## src/rtl/ram_arb_pkg.sv

```systemverilog
// -----------------------------------------------------------------------------
// ram_arb_pkg
// Shared types for the RAM port arbiter and its round-robin picker.
//   arb_id_t     : requester index, wide enough for the largest arbiter (8 req)
//   rsp_stage_t  : one response pipe stage {valid, id, we}
//   arb_state_e  : burst lock state
//   STRB_W       : byte lanes of the default 32-bit / 8-bit-lane configuration
// -----------------------------------------------------------------------------
package ram_arb_pkg;

    // Ids are sized for the widest supported arbiter so the response struct
    // can be shared by every instance regardless of its N_REQ.
    localparam int N_REQ_MAX = 8;
    localparam int ID_W      = $clog2(N_REQ_MAX);
    localparam int STRB_W    = 32 / 8;

    typedef logic [ID_W-1:0] arb_id_t;

    typedef struct packed {
        logic    valid;
        arb_id_t id;
        logic    we;
    } rsp_stage_t;

    typedef enum logic {
        IDLE   = 1'b0,
        LOCKED = 1'b1
    } arb_state_e;

endpackage : ram_arb_pkg

```

## src/rtl/ram_port_arbiter_rr_pick.sv

```systemverilog
// -----------------------------------------------------------------------------
// rr_pick
// Combinational circular priority search. Starting at ptr_i and wrapping past
// the top index, the first set bit of req_i wins.
//   req_i  : request vector
//   ptr_i  : highest-priority index for this search
//   gnt_o  : one-hot grant (zero when no request)
//   id_o   : index of the granted request
//   any_o  : at least one request present
// -----------------------------------------------------------------------------
module rr_pick #(
    parameter int N   = 4,
    parameter int IDW = (N > 1) ? $clog2(N) : 1
) (
    input  logic [N-1:0]   req_i,
    input  logic [IDW-1:0] ptr_i,
    output logic [N-1:0]   gnt_o,
    output logic [IDW-1:0] id_o,
    output logic           any_o
);

    always_comb begin
        logic [IDW-1:0] idx;
        gnt_o = '0;
        id_o  = '0;
        any_o = 1'b0;
        idx   = '0;
        for (int i = 0; i < N; i++) begin
            idx = IDW'((int'(ptr_i) + i) % N);
            if (!any_o && req_i[idx]) begin
                gnt_o[idx] = 1'b1;
                id_o       = idx;
                any_o      = 1'b1;
            end
        end
    end

endmodule : rr_pick

```

## src/rtl/ram_port_arbiter.sv

```systemverilog
// -----------------------------------------------------------------------------
// ram_port_arbiter
// Shares one RAM port between N_REQ simple requesters with round-robin
// arbitration, burst locking (forced release after MAX_BURST beats) and an
// in-order response pipe matched to the RAM read latency RD_LAT.
// Ports:
//   clk_i, rst_i                 clock, synchronous active-high reset
//   req_valid_i/ready_o          per-requester beat handshake
//   req_addr_i/wdata_i/strb_i    packed per-requester beat payload
//   req_we_i, req_last_i         write beat, last beat of burst
//   rsp_valid_o (one-hot), rsp_we_o, rsp_rdata_o   response, no backpressure
//   ram_addr_o/wdata_o/byte_en_o, ram_rdata_i      RAM port
//   burst_ovf_o                  pulse after a forced lock release
// -----------------------------------------------------------------------------
module ram_port_arbiter
    import ram_arb_pkg::*;
#(
    parameter int N_REQ      = 4,
    parameter int ADDR_WIDTH = 16,
    parameter int DATA_WIDTH = 32,
    parameter int BYTE_WIDTH = 8,
    parameter int RD_LAT     = 1,
    parameter int MAX_BURST  = 16
) (
    input  logic                                       clk_i,
    input  logic                                       rst_i,
    input  logic [N_REQ-1:0]                           req_valid_i,
    output logic [N_REQ-1:0]                           req_ready_o,
    input  logic [N_REQ*ADDR_WIDTH-1:0]                req_addr_i,
    input  logic [N_REQ*DATA_WIDTH-1:0]                req_wdata_i,
    input  logic [N_REQ*(DATA_WIDTH/BYTE_WIDTH)-1:0]   req_strb_i,
    input  logic [N_REQ-1:0]                           req_we_i,
    input  logic [N_REQ-1:0]                           req_last_i,
    output logic [N_REQ-1:0]                           rsp_valid_o,
    output logic                                       rsp_we_o,
    output logic [DATA_WIDTH-1:0]                      rsp_rdata_o,
    output logic [ADDR_WIDTH-1:0]                      ram_addr_o,
    output logic [DATA_WIDTH-1:0]                      ram_wdata_o,
    output logic [DATA_WIDTH/BYTE_WIDTH-1:0]           ram_byte_en_o,
    input  logic [DATA_WIDTH-1:0]                      ram_rdata_i,
    output logic                                       burst_ovf_o
);

    localparam int STRB_N = DATA_WIDTH / BYTE_WIDTH;
    localparam int IDW    = $clog2(N_REQ);
    localparam int CNT_W  = $clog2(MAX_BURST);
    localparam logic [CNT_W-1:0] CNT_MAX = CNT_W'(MAX_BURST - 1);

    function automatic logic [IDW-1:0] inc_wrap(input logic [IDW-1:0] id);
        if (int'(id) == N_REQ - 1) begin
            return '0;
        end
        return id + 1'b1;
    endfunction

    arb_state_e        state_q, state_d;
    logic [IDW-1:0]    rr_ptr_q, rr_ptr_d;
    logic [IDW-1:0]    owner_q, owner_d;
    logic [CNT_W-1:0]  beat_cnt_q, beat_cnt_d;
    logic              ovf_q, ovf_d;
    rsp_stage_t        pipe_q [RD_LAT];
    rsp_stage_t        pipe_d [RD_LAT];
    logic [ADDR_WIDTH-1:0] addr_q, addr_d;
    logic [DATA_WIDTH-1:0] wdata_q, wdata_d;

    logic [N_REQ-1:0]  pick_gnt;
    logic [IDW-1:0]    pick_id;
    logic              pick_any;

    logic [N_REQ-1:0]  gnt_vec;
    logic [IDW-1:0]    gnt_id;
    logic              accept;
    logic              acc_we;
    logic              acc_last;
    logic [ADDR_WIDTH-1:0] acc_addr;
    logic [DATA_WIDTH-1:0] acc_wdata;
    logic [STRB_N-1:0]     acc_strb;
    rsp_stage_t        rsp_last;

    rr_pick #(
        .N   (N_REQ),
        .IDW (IDW)
    ) u_rr_pick (
        .req_i (req_valid_i),
        .ptr_i (rr_ptr_q),
        .gnt_o (pick_gnt),
        .id_o  (pick_id),
        .any_o (pick_any)
    );

    // While locked only the owner may be granted; if it drops valid the port
    // simply idles rather than letting another requester in mid-burst.
    always_comb begin
        gnt_vec = '0;
        gnt_id  = pick_id;
        accept  = 1'b0;
        if (state_q == LOCKED) begin
            gnt_id = owner_q;
            for (int i = 0; i < N_REQ; i++) begin
                gnt_vec[i] = (owner_q == IDW'(i));
            end
            accept = req_valid_i[owner_q];
        end else begin
            gnt_vec = pick_gnt;
            accept  = pick_any;
        end
        if (rst_i) begin
            accept = 1'b0;
        end
    end

    assign req_ready_o = accept ? gnt_vec : '0;
    assign acc_we      = req_we_i[gnt_id];
    assign acc_last    = req_last_i[gnt_id];
    assign acc_addr    = req_addr_i[gnt_id*ADDR_WIDTH +: ADDR_WIDTH];
    assign acc_wdata   = req_wdata_i[gnt_id*DATA_WIDTH +: DATA_WIDTH];
    assign acc_strb    = req_strb_i[gnt_id*STRB_N +: STRB_N];

    // RAM request side: address/data hold their last value between beats so
    // the RAM inputs do not toggle while idle.
    always_comb begin
        addr_d        = addr_q;
        wdata_d       = wdata_q;
        ram_byte_en_o = '0;
        if (accept) begin
            addr_d  = acc_addr;
            wdata_d = acc_wdata;
            if (acc_we) begin
                ram_byte_en_o = acc_strb;
            end
        end
        pipe_d[0] = '{valid: accept, id: ID_W'(gnt_id), we: acc_we};
        for (int i = 1; i < RD_LAT; i++) begin
            pipe_d[i] = pipe_q[i-1];
        end
    end

    assign ram_addr_o  = addr_d;
    assign ram_wdata_o = wdata_d;

    // Lock FSM. The round-robin pointer only advances when the port returns
    // to IDLE, so a burst counts as a single turn.
    always_comb begin
        state_d    = state_q;
        rr_ptr_d   = rr_ptr_q;
        owner_d    = owner_q;
        beat_cnt_d = beat_cnt_q;
        ovf_d      = 1'b0;
        if (accept) begin
            case (state_q)
                IDLE: begin
                    if (acc_last) begin
                        rr_ptr_d = inc_wrap(gnt_id);
                    end else begin
                        state_d    = LOCKED;
                        owner_d    = gnt_id;
                        beat_cnt_d = CNT_W'(1);
                    end
                end
                LOCKED: begin
                    if (acc_last || (beat_cnt_q == CNT_MAX)) begin
                        state_d    = IDLE;
                        beat_cnt_d = '0;
                        rr_ptr_d   = inc_wrap(owner_q);
                        ovf_d      = !acc_last;
                    end else begin
                        beat_cnt_d = beat_cnt_q + 1'b1;
                    end
                end
                default: begin
                    state_d = IDLE;
                end
            endcase
        end
    end

    always_ff @(posedge clk_i) begin
        if (rst_i) begin
            state_q    <= IDLE;
            rr_ptr_q   <= '0;
            owner_q    <= '0;
            beat_cnt_q <= '0;
            ovf_q      <= 1'b0;
            for (int i = 0; i < RD_LAT; i++) begin
                pipe_q[i] <= '0;
            end
        end else begin
            state_q    <= state_d;
            rr_ptr_q   <= rr_ptr_d;
            owner_q    <= owner_d;
            beat_cnt_q <= beat_cnt_d;
            ovf_q      <= ovf_d;
            pipe_q     <= pipe_d;
        end
    end

    always_ff @(posedge clk_i) begin
        addr_q  <= addr_d;
        wdata_q <= wdata_d;
    end

    // Response side: the last pipe stage lines up with RAM read data.
    // Gating with rst_i keeps a beat accepted just before reset from
    // surfacing in the reset cycle.
    assign rsp_last = pipe_q[RD_LAT-1];

    always_comb begin
        rsp_valid_o = '0;
        for (int i = 0; i < N_REQ; i++) begin
            rsp_valid_o[i] = rsp_last.valid && (rsp_last.id == ID_W'(i)) && !rst_i;
        end
        rsp_we_o = rsp_last.valid && rsp_last.we && !rst_i;
    end

    assign rsp_rdata_o = ram_rdata_i;
    assign burst_ovf_o = ovf_q;

endmodule : ram_port_arbiter

```

## config.mk

```make
export PLATFORM = sky130hd
export DESIGN_NAME = ram_port_arbiter
export DESIGN_NICKNAME = d
export VERILOG_FILES = /design/src/rtl/ram_arb_pkg.sv /design/src/rtl/ram_port_arbiter_rr_pick.sv /design/src/rtl/ram_port_arbiter.sv
export SDC_FILE = /design/constraint.sdc
export NUM_CORES = 1
export LEC_CHECK = 0
export ABC_AREA = 1
export CAP_MARGIN = 20
export CORE_AREA = 2 2 136 138
export CTS_BUF_LIST = sky130_fd_sc_hd__clkbuf_2 sky130_fd_sc_hd__clkbuf_4 sky130_fd_sc_hd__clkbuf_8
export CTS_CLUSTER_SIZE = 25
export DETAILED_ROUTE_END_ITERATION = 12
export DIE_AREA = 0 0 138 140
export GPL_TIMING_DRIVEN = 0
export RECOVER_POWER = 50
export SLEW_MARGIN = 5
export SYNTH_ARGS = -nofsm -noshare
export SYNTH_HDL_FRONTEND = slang
export SYNTH_SLANG_ARGS = --single-unit
```

## constraint.sdc

```tcl
create_clock -name clk_i -period 3.65 [get_ports clk_i]
set_clock_uncertainty 0.1 [all_clocks]
set_input_delay 0.73 -clock clk_i [delete_from_list [all_inputs] [get_ports clk_i]]
set_output_delay 0.73 -clock clk_i [all_outputs]
set_load 0.01 [all_outputs]
```

==> parameters.txt, run 1 <==
Parameter                              Value

Placement
  Global placement routability congestion ... 0.8685
  Total placed cells including tap cells ... 1,293
  Post-DP HPWL ... 17,340 µm
  Input/output buffers ... 314
  Post-detailed-placement cell area ... 8016 µm²

Power and ir drop
  Final Total Pwr ... 11.22 mW
  Peak supply drop ... 0.0004865 V
  Leak Pwr ... 3.913 nW
  Power per Cell Area ... 1207 nW/µm²

Route
  Final routed wire length divided by cell count ... 17.61 µm
  ANT nets after route ... 0
  Number of vias per cell after detailed routing ... 4.721
  DRT Wirelength ... 24,020 µm
  First-pass detailed-route iteration total ... 4
  DRC viols ... 0
  1st-iter DRT viols ... 240
  Via count ... 6,440

Floorplan
  Effective utilization at floorplan ... 0.2580
  Die Y ... 140 µm
  Core Rows ... 49
  Die Span X ... 138 µm
  Die ar. ... 19,320 µm²
  Floorplan Core Area ... 17,780 µm²
  Count of boundary I/O pins ... 348

Final layout
  Finished Cell Area ... 9299 µm²
  Post-route insts no fill ... 1,364
  Final Util ... 0.5230
  Number of nets in the layout ... 1,397
  Synth-to-Final Area Change ... 102.7%
  Count of antenna diodes in the layout ... 0
  Share of post-route cells with drive strength above 1 ... 0.2696
  Filler instances ... 1,791

Global route
  Global-route usage over all layers ... 0.2260
  Wire length of the first global-routing pass ... 34,310 µm
  Vias in the first global route ... 6,066
  GRT Residual Overflow ... 0
  Initial antenna violation count ... 0
  Maximum number of pins on one net before global-route repair ... 12

Timing
  Share of the cycle needed by the critical path after routing ... 1.017
  Final critical-path required period ... 3712 ps
  Final Hold Fails ... 0
  Final slew viol count ... 0
  PnR worst setup slack ... -62.16 ps
  Setup repair after global routing missed its margin ... true
  Tightest Pin Transition ... 498.3 ps
  Count of endpoints failing setup in the final report ... 30
  Maximum frequency from static timing analysis ... 269.4 MHz
  Setup TNS ... -798.0 ps
  Normalized max-slew margin ... 0.6678

CTS
  TritonCTS clock tree ... yes
  CTS Buffer Depth ... 2
  Deepest level of the CTS H-tree ... 3
  Clock latency reported for the late side of the worst-skew pair ... 350 ps
  Cell at the root of the clock tree ... clkbuf_8
  Total clock sinks ... 62
  Clock-pin slew of the registers on the worst-case setup and hold paths ... 70 ps
  Clock buffer count from CTS ... 9

Yosys
  Fraction of the mapped netlist area in compound gates ... 0.2212
  Synthesized-area fraction occupied by adder cells ... 0.03546
  Number of synthesized flops with an enable pin ... 0
  Synth Area in XOR/XNOR ... 0.001909
  Mapped Nets ... 1,017
  Netlist area before placement ... 4587 µm²
  Most used DFF post-synth ... dfxtp_1
  Mean instance size in the synthesized netlist ... 6.116 µm²
  Combinational family with the most area after synthesis ... simple AND/OR/NAND/NOR gates
  Post-Synthesis Cells ... 750
  Count of warnings emitted by yosys ... 0
  Fraction of the yosys area taken by sequential cells ... 0.2706
  Netlist cell types ... 32
  Share of cell area taken by muxes after synthesis ... 0
  Number of flip-flops and latches in the synthesized netlist ... 62
  Post-synthesis simple-gate area fraction ... 0.3344
  Post-synth ARST share ... 0

Worst setup path
  Nature of the critical path startpoint ... flip-flop
  Endpoint required time on the critical path ... 2820 ps
  Endpoint class of the critical path ... output port
  Critical Path Max Stage Delay ... 390 ps
  Type of the worst setup path ... reg -> out
  CP cell instances ... inv_8 -> ha_4 -> inv_4 -> nand3_4 -> nand2_4 -> inv_4 -> o21ai_4 -> nand3_4 -> nand3_4 -> nand2_4 -> buf_12 -> inv_12 -> buf_12 -> buf_12 -> buf_12 -> nor2_1 -> nor2_1 -> o21ai_1 -> a31oi_1 -> buf_2
  Critical path's slowest cell ... dfxtp_4
  Worst reg2reg setup slack ... 580 ps
  Dominant cell type by count on the critical path ... buf_12
  CP Data Arrival Time ... 2880 ps
  Highest net fanout along the worst path ... 10

Outcome
  Violated checks ... setup timing
  Result of the run ... finished with violations

Job
  Maximum capacitance violations ... 0

Worst hold path
  Hold Path Class ... reg -> reg
## final cells by class
cell class                      instances  area (µm²)  share of cell area
Buffer                                 78       735.7             0.07912
Clock buffer                           12       158.9             0.01709
Clock inverter                          4       45.04            0.004844
Inverter                               27       141.4             0.01520
Multi-Input combinational cell        579        3144              0.3381
Sequential cell                        62        1249              0.1343
Tap cell                              229       286.5             0.03081
Timing Repair Buffer                  372        3530              0.3796
Timing Repair inverter                  1       8.758           0.0009419
## synth_stat cells, types with 2 or more instances
master    instances  share of area
nand2_1          57          0.047
o21ai_1          31          0.034
buf_6             4         0.0098
nand2_2           7         0.0095
inv_2             3         0.0025
clkbuf_1         26          0.021
buf_2             9         0.0098
a22oi_1           2         0.0033
o21ai_0          83          0.091
dfxtp_1          62           0.27
buf_1             3         0.0025
ha_1             13          0.035
nand3_1          23          0.025
a21oi_1          18          0.020
nand3_2           3         0.0065
nor3_1            4         0.0044
nor2_4            2         0.0049
buf_4            38          0.062
nor2_1          275           0.23
a221oi_1          2         0.0038
inv_1            22          0.018
nand4_1           4         0.0055
buf_8             2         0.0065
a31oi_1          49          0.067
## worst paths after layout
| check | startpoint | endpoint | cells past startpoint |
|---|---|---|---|
| max reg2reg | rr_ptr_q[0] | addr_q[1] | 20 |
| min | addr_q[15] | addr_q[15] | 2 |
| max | rr_ptr_q[0] | ram_wdata_o[19] | 20 |
| min reg2reg | addr_q[15] | addr_q[15] | 2 |
## placed cells by master, fill, tap and decap left out, types with 6 or more instances in the layout
cell type and instances:
a31oi_1 38, a31oi_2 8, nor2_1 257, clkbuf_16 6, nand2_1 43, ha_1 12, nand3_1 17, buf_6 16
clkbuf_8 16, o21ai_0 57, o21ai_2 12, buf_2 50, dfxtp_1 60, a21oi_1 14, inv_1 18, o21ai_1 40
dlygate4sd3_1 33, nand2_2 16, clkdlybuf4s50_1 222, buf_12 11, clkbuf_2 16, buf_4 81, nor2_2 16
## power by group
part	internal, mW	switching, mW
clock	0.357	0.290
combinational	4.31	5.11
sequential	1.03	0.129
total	5.70	5.53
## critical path: cells and delay by family, from the launching register on
family / cells / cell delay, ps
buf+inv: 9 / 900
fa+ha+maj: 1 / 260
simple gates: 7 / 590
flops: 1 / 390
compound gates: 3 / 390
## cells by family after synthesis
group / count (synthesis)
xor gates and xnor gates: 1
DFF: 62
buffers and inverters: 109
AOI/OAI and AO/OA: 187
adders and majority gates: 13
and+or+nand+nor: 378
## flip-flops by register name, summed over array words and instances (netlist names)
signal and cells:
state_q 1, addr_q 16, burst_ovf_o 1, beat_cnt_q 4, pipe_q 4, rr_ptr_q 2, owner_q 2, wdata_q 32
## per-stage QoR
step	hold slack [ps]	worst slack, ps
2_1_floorplan	357.8	337.7
3_3_place_gp	371.0	-1289
3_5_place_dp	377.1	-1223
4_1_cts	385.5	-122.4
5_1_grt	408.8	-174.4
6_report	383.4	-62.16
## layer usage
metal	track usage	part of all wire	wire [µm]	up-vias
li1	-	-	-	3216
met1	0.2680	0.40	9508	2934
met2	0.4114	0.52	12410	264
met3	0.05162	0.066	1596	26
met4	0.05854	0.021	503	0
met5	0	0	0	-
## timing repair
action / CTS / global route
cloned: 5 / 5
hold buffers: 0 / 0
pin swaps: 46 / 54
endpoints found under the setup margin: 56 / 56
resized for setup: 367 / 130
buffers inserted: 34 / 17
Note: power is estimated with default switching activity, not from simulation.
==> inputs of run 2 (changes only) <==
ABC_AREA = not set   (was 1)
==> run 2 against run 1 <==
  * The flow still finishes with violations (setup timing)
  * Register-to-register slack better by 20 ps
  * Count of clock-buffer cells in the layout down 1
  * Clock power down 15%
  * Sequential cell count unchanged
  * Global-route usage up 0.083 points
  * First-iteration DRC count down 36%
  * Worst hold slack worse by 31 ps
  * Via count down 8.9%
  * Sequential power down 4%
  * Critical path type is now in -> out
  * Critical endpoint is now ram_wdata_o[29]
  * Largest power group unchanged
==> parameters.txt, run 2 <==
Parameter                              Value

Outcome
  Result of the run ... finished with violations
  Violated checks ... setup timing

Yosys
  Netlist cell types ... 49 (+53%)
  Most frequent cell after synthesis ... nand2_1
  Synth cell count leaders ... 113 x nand2_1, 62 x dfxtp_1, 55 x a311oi_1
  Proportion of netlist area held by the largest area contributor ... 0.2636 (-0.006975)
  Post-synth ARST share ... 0 (unchanged)
  Number of flip-flops and latches in the synthesized netlist ... 62 (unchanged)
  Synth area leader ... dfxtp_1
  Mapped Nets ... 847 (-17%)
  Post-Synthesis Cells ... 580 (-23%)
  Mean instance size in the synthesized netlist ... 8.118 µm² (+33%)
  Netlist area before placement ... 4708 µm² (+2.6%)
  Synth area leaders ... dfxtp_1 26%, a311oi_1 10%, nand2_1 9.0%
  Number of synthesized flops with an enable pin ... 0 (unchanged)
  Most used DFF post-synth ... dfxtp_1
  Fraction of the yosys area taken by sequential cells ... 0.2636 (-0.006975)
  Count of warnings emitted by yosys ... 0 (unchanged)

Worst setup path
  Nature of the critical path startpoint ... primary input
  Endpoint required time on the critical path ... 2820 ps (about the same)
  Endpoint class of the critical path ... output port
  CP Data Arrival Time ... 3100 ps (+220 ps)
  Critical path's slowest cell ... mux4_2
  Highest net fanout along the worst path ... 10 (unchanged)
  Critical Path Max Stage Delay ... 550 ps (+160 ps)
  Type of the worst setup path ... in -> out
  CP cell instances ... buf_4 -> mux4_2 -> nand2b_4 -> a211oi_4 -> o22ai_4 -> buf_6 -> buf_8 -> buf_8 -> a211oi_4 -> a311oi_2 -> a21o_1 -> clkdlybuf4s15_2

Global route
  Vias in the first global route ... 5,815 (-4.1%)
  GRT Residual Overflow ... 0 (unchanged)
  Initial antenna violation count ... 0 (unchanged)
  Maximum number of pins on one net before global-route repair ... 11 (-1)
  Global-route usage over all layers ... 0.2268 (+0.0008299)
  Wire length of the first global-routing pass ... 34,010 µm (-0.88%)

Route
  Via count ... 5,864 (-8.9%)
  Number of vias per cell after detailed routing ... 4.969 (+5.3%)
  ANT nets after route ... 0 (unchanged)
  Final routed wire length divided by cell count ... 20.14 µm (+14%)
  DRC viols ... 0 (unchanged)
  DRT Wirelength ... 23,770 µm (-1.1%)
  1st-iter DRT viols ... 153 (-36%)
  First-pass detailed-route iteration total ... 4 (unchanged)

Final layout
  Largest registers ... wdata_q x32, addr_q x16
  Count of antenna diodes in the layout ... 0 (unchanged)
  Finished Cell Area ... 9809 µm² (+5.5%)
  Flip-flop count of the largest register, all copies and words added ... 32 (unchanged)
  Number of nets in the layout ... 1,214 (-13%)
  Synth-to-Final Area Change ... 108.3%
  Leading cell type in the layout, fill and taps excluded ... clkdlybuf4s50_1
  Share of post-route cells with drive strength above 1 ... 0.3375 (+0.06794)
  Register name with the most flops ... wdata_q
  Most used cells in the layout excluding fill and tap cells ... 222 x clkdlybuf4s50_1, 109 x nand2_1, 66 x buf_4

CTS
  Cell at the root of the clock tree ... clkbuf_8
  Clock buffer count from CTS ... 9 (unchanged)
  Clock latency reported for the late side of the worst-skew pair ... 350 ps (about the same)
  Total clock sinks ... 62 (unchanged)
  Clock-pin slew of the registers on the worst-case setup and hold paths ... 80 ps (about the same)
  CTS Buffer Depth ... 2 (unchanged)
  Deepest level of the CTS H-tree ... 3 (unchanged)
  TritonCTS clock tree ... yes
  Number of hold buffers added after cts ... 0 (unchanged)

Job
  Maximum capacitance violations ... 0 (unchanged)

Power and ir drop
  Peak supply drop ... 0.0003298 V (-32%)
  Power per Cell Area ... 814.8 nW/µm² (-32%)
  Leak Pwr ... 4.070 nW (+4.0%)

Placement
  Global placement routability congestion ... 0.8358 (-3.8%)
  Post-DP HPWL ... 17,560 µm (+1.3%)
  Input/output buffers ... 315 (+0.32%)
  Post-detailed-placement cell area ... 8188 µm² (+2.1%)

Timing
  Setup TNS ... -9605 ps (-8807 ps)
  Setup repair after global routing missed its margin ... true
  PnR worst setup slack ... -278.1 ps (-215.9 ps)
  Final critical-path required period ... 3928 ps (+215.9 ps)
  Normalized max-slew margin ... 0.5311 (-0.1367)
  Final Hold Fails ... 0 (unchanged)
  Count of endpoints failing setup in the final report ... 52 (+73%)
  Share of the cycle needed by the critical path after routing ... 1.076 (+0.05916)
  Tightest Pin Transition ... 694.3 ps (+196.0 ps)
  Maximum frequency from static timing analysis ... 254.6 MHz (-5.5%)
  Final slew viol count ... 0 (unchanged)

Floorplan
  Core Rows ... 49 (unchanged)
  Die Span X ... 138 µm (unchanged)
  Count of boundary I/O pins ... 348 (unchanged)
  Die Y ... 140 µm (unchanged)
  Floorplan Core Area ... 17,780 µm² (unchanged)
  Effective utilization at floorplan ... 0.2648 (+0.006826)
  Die ar. ... 19,320 µm² (unchanged)

Worst hold path
  Hold Path Class ... reg -> reg
-- run 2: metrics by stage --
stage	total power, mW	hold WS (ps)	std cells	util	worst slack [ps]
detailed placement	5.684	334.5	1125	0.4605	-1578
finish	7.993	351.9	1180	0.5517	-278.1
global route	8.468	362.2	1180	0.5517	-392.7
global placement	5.653	329.2	1124	0.4599	-1542
CTS	7.032	352.0	1162	0.5096	-413.7
floorplan	3.642	369.2	580	-	43.36
-- run 2: final timing paths --
| kind | end | startpoint | depth (start not counted) | slack [ps] |
|---|---|---|---|---|
| worst max-delay path | ram_wdata_o[29] | req_valid_i[1] | 12 | -280 |
| worst min-delay path | addr_q[8] | addr_q[8] | 1 | 350 |
| worst max register to register | beat_cnt_q[3] | rr_ptr_q[0] | 13 | 600 |
| worst min register to register | addr_q[8] | addr_q[8] | 1 | 350 |
-- run 2: where the power goes --
part	internal, mW	switching [mW]
sequential	1.00	0.111
clock	0.266	0.286
combinational	3.07	3.25
-- run 2: area by class of cell --
| cell class | instances | area (µm²) |
|---|---|---|
| Buffer | 79 | 803.3 |
| Clock buffer | 11 | 145.1 |
| Clock inverter | 4 | 23.77 |
| Fill cell | 1651 | 7970 |
| Inverter | 8 | 37.54 |
| Multi-Input combinational cell | 429 | 3740 |
| Sequential cell | 62 | 1249 |
| Tap cell | 229 | 286.5 |
| Timing Repair Buffer | 358 | 3525 |
-- run 2: metal layers --
metal / share of wire / up-vias / GRT usage
met1: 0.41 / 2759 / 0.2720
met5: 0 / - / 0
met2: 0.50 / 250 / 0.3999
li1: - / 2828 / -
met4: 0.021 / 0 / 0.07304
met3: 0.061 / 27 / 0.05470
-- run 2: worst max-delay path, delay by kind of cell --
family                 cells  cell delay, ps
multiplexers               1             550
AO/OA/AOI/OAI              5             800
buffers and inverters      5             810
AND/OR/NAND/NOR            1             180
-- run 2: kinds of logic after synthesis --
family / synth area share
adder cells (fa/ha/maj): 0.03455
AO/OA/AOI/OAI: 0.3295
AND/OR/NAND/NOR: 0.2145
XOR/XNOR: 0.001861
buffers and inverters: 0.1063
flip-flops: 0.2636
multiplexers: 0.04970
-- run 2: timing repair --
item,CTS,global route
gates cloned,1,4
gates resized for setup,326,186
pin swaps,21,34
endpoints found under the hold margin,0,0
buffers inserted,22,15
endpoints found under the setup margin,63,57
==> inputs of run 3 (changes only) <==
clock period = 4.6 ns   (was 3.65 ns; I/O delays follow)
==> run 3 against run 2 <==
  * The flow now finishes without violations
  * Count of clock-buffer cells in the layout is 2 higher
  * Global-route usage is 0.92 points lower
  * First-iteration DRC count is 31% higher
  * Sequential power is 20% lower
  * Worst hold slack worse by 7.4 ps
  * Largest cell class unchanged
  * Register-to-register slack better by 920 ps
  * Sequential share of layout area is 1.4 points higher
  * Cell count is 2.0% lower
  * Setup slack better by 330 ps
  * Die area stayed put
  * Highest routed layer unchanged
==> parameters.txt, run 3 (synthesized netlist as in run 2, its figures left out) <==
Parameter                              Value

Route
  Via count ... 5,705 (-2.7%)
  Highest metal layer used by the detailed router ... met4
  DRT Wirelength ... 21,890 µm (-7.9%)
  DRC viols ... 0 (unchanged)
  DR WL met2 ... 10,780 µm (-9.9%)
  ANT nets after route ... 0 (unchanged)
  Detail Route met3 WL ... 1538 µm (+6.7%)
  First-pass detailed-route iteration total ... 4 (unchanged)
  1st-iter DRT viols ... 201 (+31%)
  Number of vias per cell after detailed routing ... 4.935 (-0.69%)
  Final routed wire length divided by cell count ... 18.94 µm (-6.0%)
  WL met1 ... 9141 µm (-7.2%)

Final layout
  Share of post-route cells with drive strength above 1 ... 0.1877 (-0.1498)
  Flip-flop count of the largest register, all copies and words added ... 32 (unchanged)
  Count of antenna diodes in the layout ... 0 (unchanged)
  Finished Cell Area ... 8830 µm² (-10%)
  Leading cell type in the layout, fill and taps excluded ... clkdlybuf4s50_1
  Post-route insts no fill ... 1,156 (-2.0%)
  Largest registers ... wdata_q x32, addr_q x16
  Filler instances ... 1,761 (+6.7%)
  Register name with the most flops ... wdata_q
  Number of nets in the layout ... 1,191 (-1.9%)
  Synth-to-Final Area Change ... 87.54%
  Most used cells in the layout excluding fill and tap cells ... 226 x clkdlybuf4s50_1, 111 x nand2_1, 62 x buf_4

Timing
  PnR worst setup slack ... 47.58 ps (+325.7 ps)
  Final slew viol count ... 0 (unchanged)
  Count of endpoints failing setup in the final report ... 0 (-100%)
  Share of the cycle needed by the critical path after routing ... 0.9897
  Maximum frequency from static timing analysis ... 219.7 MHz
  Tightest Pin Transition ... 679.6 ps (-14.72 ps)
  Normalized max-slew margin ... 0.5410 (+0.009942)
  Final Hold Fails ... 0 (unchanged)
  Final critical-path required period ... 4552 ps

Power and ir drop
  Peak supply drop ... 0.0002029 V (-38%)
  Clock network fraction of total power ... 0.088 (+0.019)
  Leak Pwr ... 3.773 nW (-7.3%)
  Sequential share of power ... 0.171 (+0.032)
  Logic gate share of total power ... 0.741 (-0.050)
  Switching Share ... 0.4608 (+0.004233)
  Switching power total ... 2.403 mW (-34%)
  Power per Cell Area ... 590.7 nW/µm² (-28%)
  Internal cell power ... 2.812 mW (-35%)

CTS
  Cell at the root of the clock tree ... clkbuf_8
  Clock-pin slew of the registers on the worst-case setup and hold paths ... 70 ps (about the same)
  Clock buffer count from CTS ... 9 (unchanged)
  Deepest level of the CTS H-tree ... 3 (unchanged)
  Total clock sinks ... 62 (unchanged)
  TritonCTS clock tree ... yes
  Clock latency reported for the late side of the worst-skew pair ... 350 ps (about the same)
  CTS Buffer Depth ... 2 (unchanged)

Global route
  Global-route usage over all layers ... 0.2176 (-0.009204)
  Maximum number of pins on one net before global-route repair ... 11 (unchanged)
  Vias in the first global route ... 5,772 (-0.74%)
  GRT Residual Overflow ... 0 (unchanged)
  Wire length of the first global-routing pass ... 32,900 µm (-3.3%)
  Initial antenna violation count ... 0 (unchanged)

Worst setup path
  CP cell instances ... dlygate4sd2_1 -> mux4_2 -> nand2b_4 -> a211oi_4 -> o22ai_4 -> buf_12 -> clkbuf_8 -> a211oi_1 -> a311oi_2 -> a21o_1 -> dlygate4sd2_1
  Endpoint class of the critical path ... output port
  Critical path's slowest cell ... mux4_2
  Bufs and invs on worst path ... 4 (-1)
  Nature of the critical path startpoint ... primary input
  Dominant cell type by count on the critical path ... dlygate4sd2_1
  Cell class contributing the biggest share of worst-path delay ... compound AO/OA/AOI/OAI gates
  Critical Path Max Stage Delay ... 510 ps (-40 ps)
  Type of the worst setup path ... in -> out
  Endpoint required time on the critical path ... 3580 ps (+760 ps)
  CP Data Arrival Time ... 3530 ps (+430 ps)
  Highest net fanout along the worst path ... 10 (unchanged)

Floorplan
  Count of boundary I/O pins ... 348 (unchanged)
  Die Span X ... 138 µm (unchanged)
  Core Rows ... 49 (unchanged)
  Die ar. ... 19,320 µm² (unchanged)
  Die Y ... 140 µm (unchanged)
  Effective utilization at floorplan ... 0.2648 (unchanged)
  Floorplan Core Area ... 17,780 µm² (unchanged)

Placement
  Post-detailed-placement cell area ... 8159 µm² (-0.35%)
  Input/output buffers ... 315 (unchanged)
  Post-DP HPWL ... 17,120 µm (-2.5%)
  Total placed cells including tap cells ... 1,125 (unchanged)
  Global placement routability congestion ... 0.8227 (-1.6%)
  Place WS ... -1120 ps (+458.0 ps)

Outcome
  Result of the run ... finished clean

Worst hold path
  Hold Path Class ... reg -> reg

Job
  Maximum capacitance violations ... 0 (unchanged)
## run 3: what timing repair did
action / in CTS / in global routing
resized for setup: 167 / 28
pin swaps: 16 / 6
buffers inserted: 13 / 4
hold buffers: 0 / 0
gates cloned: 0 / 1
endpoints found under the setup margin: 56 / 51
## run 3: power by group through the flow
stage / clock, mW / sequential, mW / combinational (mW)
floorplan: 0 / 0.875 / 1.99
detailed placement: 0 / 0.903 / 3.55
CTS: 0.480 / 0.891 / 3.87
global route: 0.498 / 0.918 / 4.20
global placement: 0 / 0.898 / 3.53
finish: 0.459 / 0.892 / 3.86
## run 3: layout make-up
class	count	area (µm²)	share of cell area
buffer	80	656.9	0.07439
clock buffer	13	172.7	0.01956
clock inverter	1	5.005	0.0005668
inverter	8	37.54	0.004251
multi-input combinational	429	3191	0.3613
sequential	62	1249	0.1414
tap	229	286.5	0.03245
timing repair buffer	334	3232	0.3660
## run 3: final timing paths
path,startpoint,endpoint,slack (ps),cells after the start
setup / recovery,req_valid_i[2],ram_wdata_o[20],50,11
hold reg to reg,wdata_q[30],wdata_q[30],340,1
hold / removal,wdata_q[30],wdata_q[30],340,1
setup reg to reg,rr_ptr_q[0],rr_ptr_q[1],1520,12
## run 3: per-stage QoR
stage	utilization	TNS (ps)	total power [mW]	hold WS, ps
after detailed placement	0.4589	-47530	4.453	336.3
after global placement	0.4583	-47920	4.433	328.6
final	0.4966	0	5.216	344.6
after floorplan	-	0	2.866	369.2
after CTS	0.4935	0	5.236	348.0
after global routing	0.4966	-14.49	5.612	360.8
## run 3: routing by layer
metal  global-route usage  vias up
met5                    0        -
met1               0.2607     2648
li1                     -     2788
met2               0.3760      249
met3              0.05915       20
met4              0.07626        0
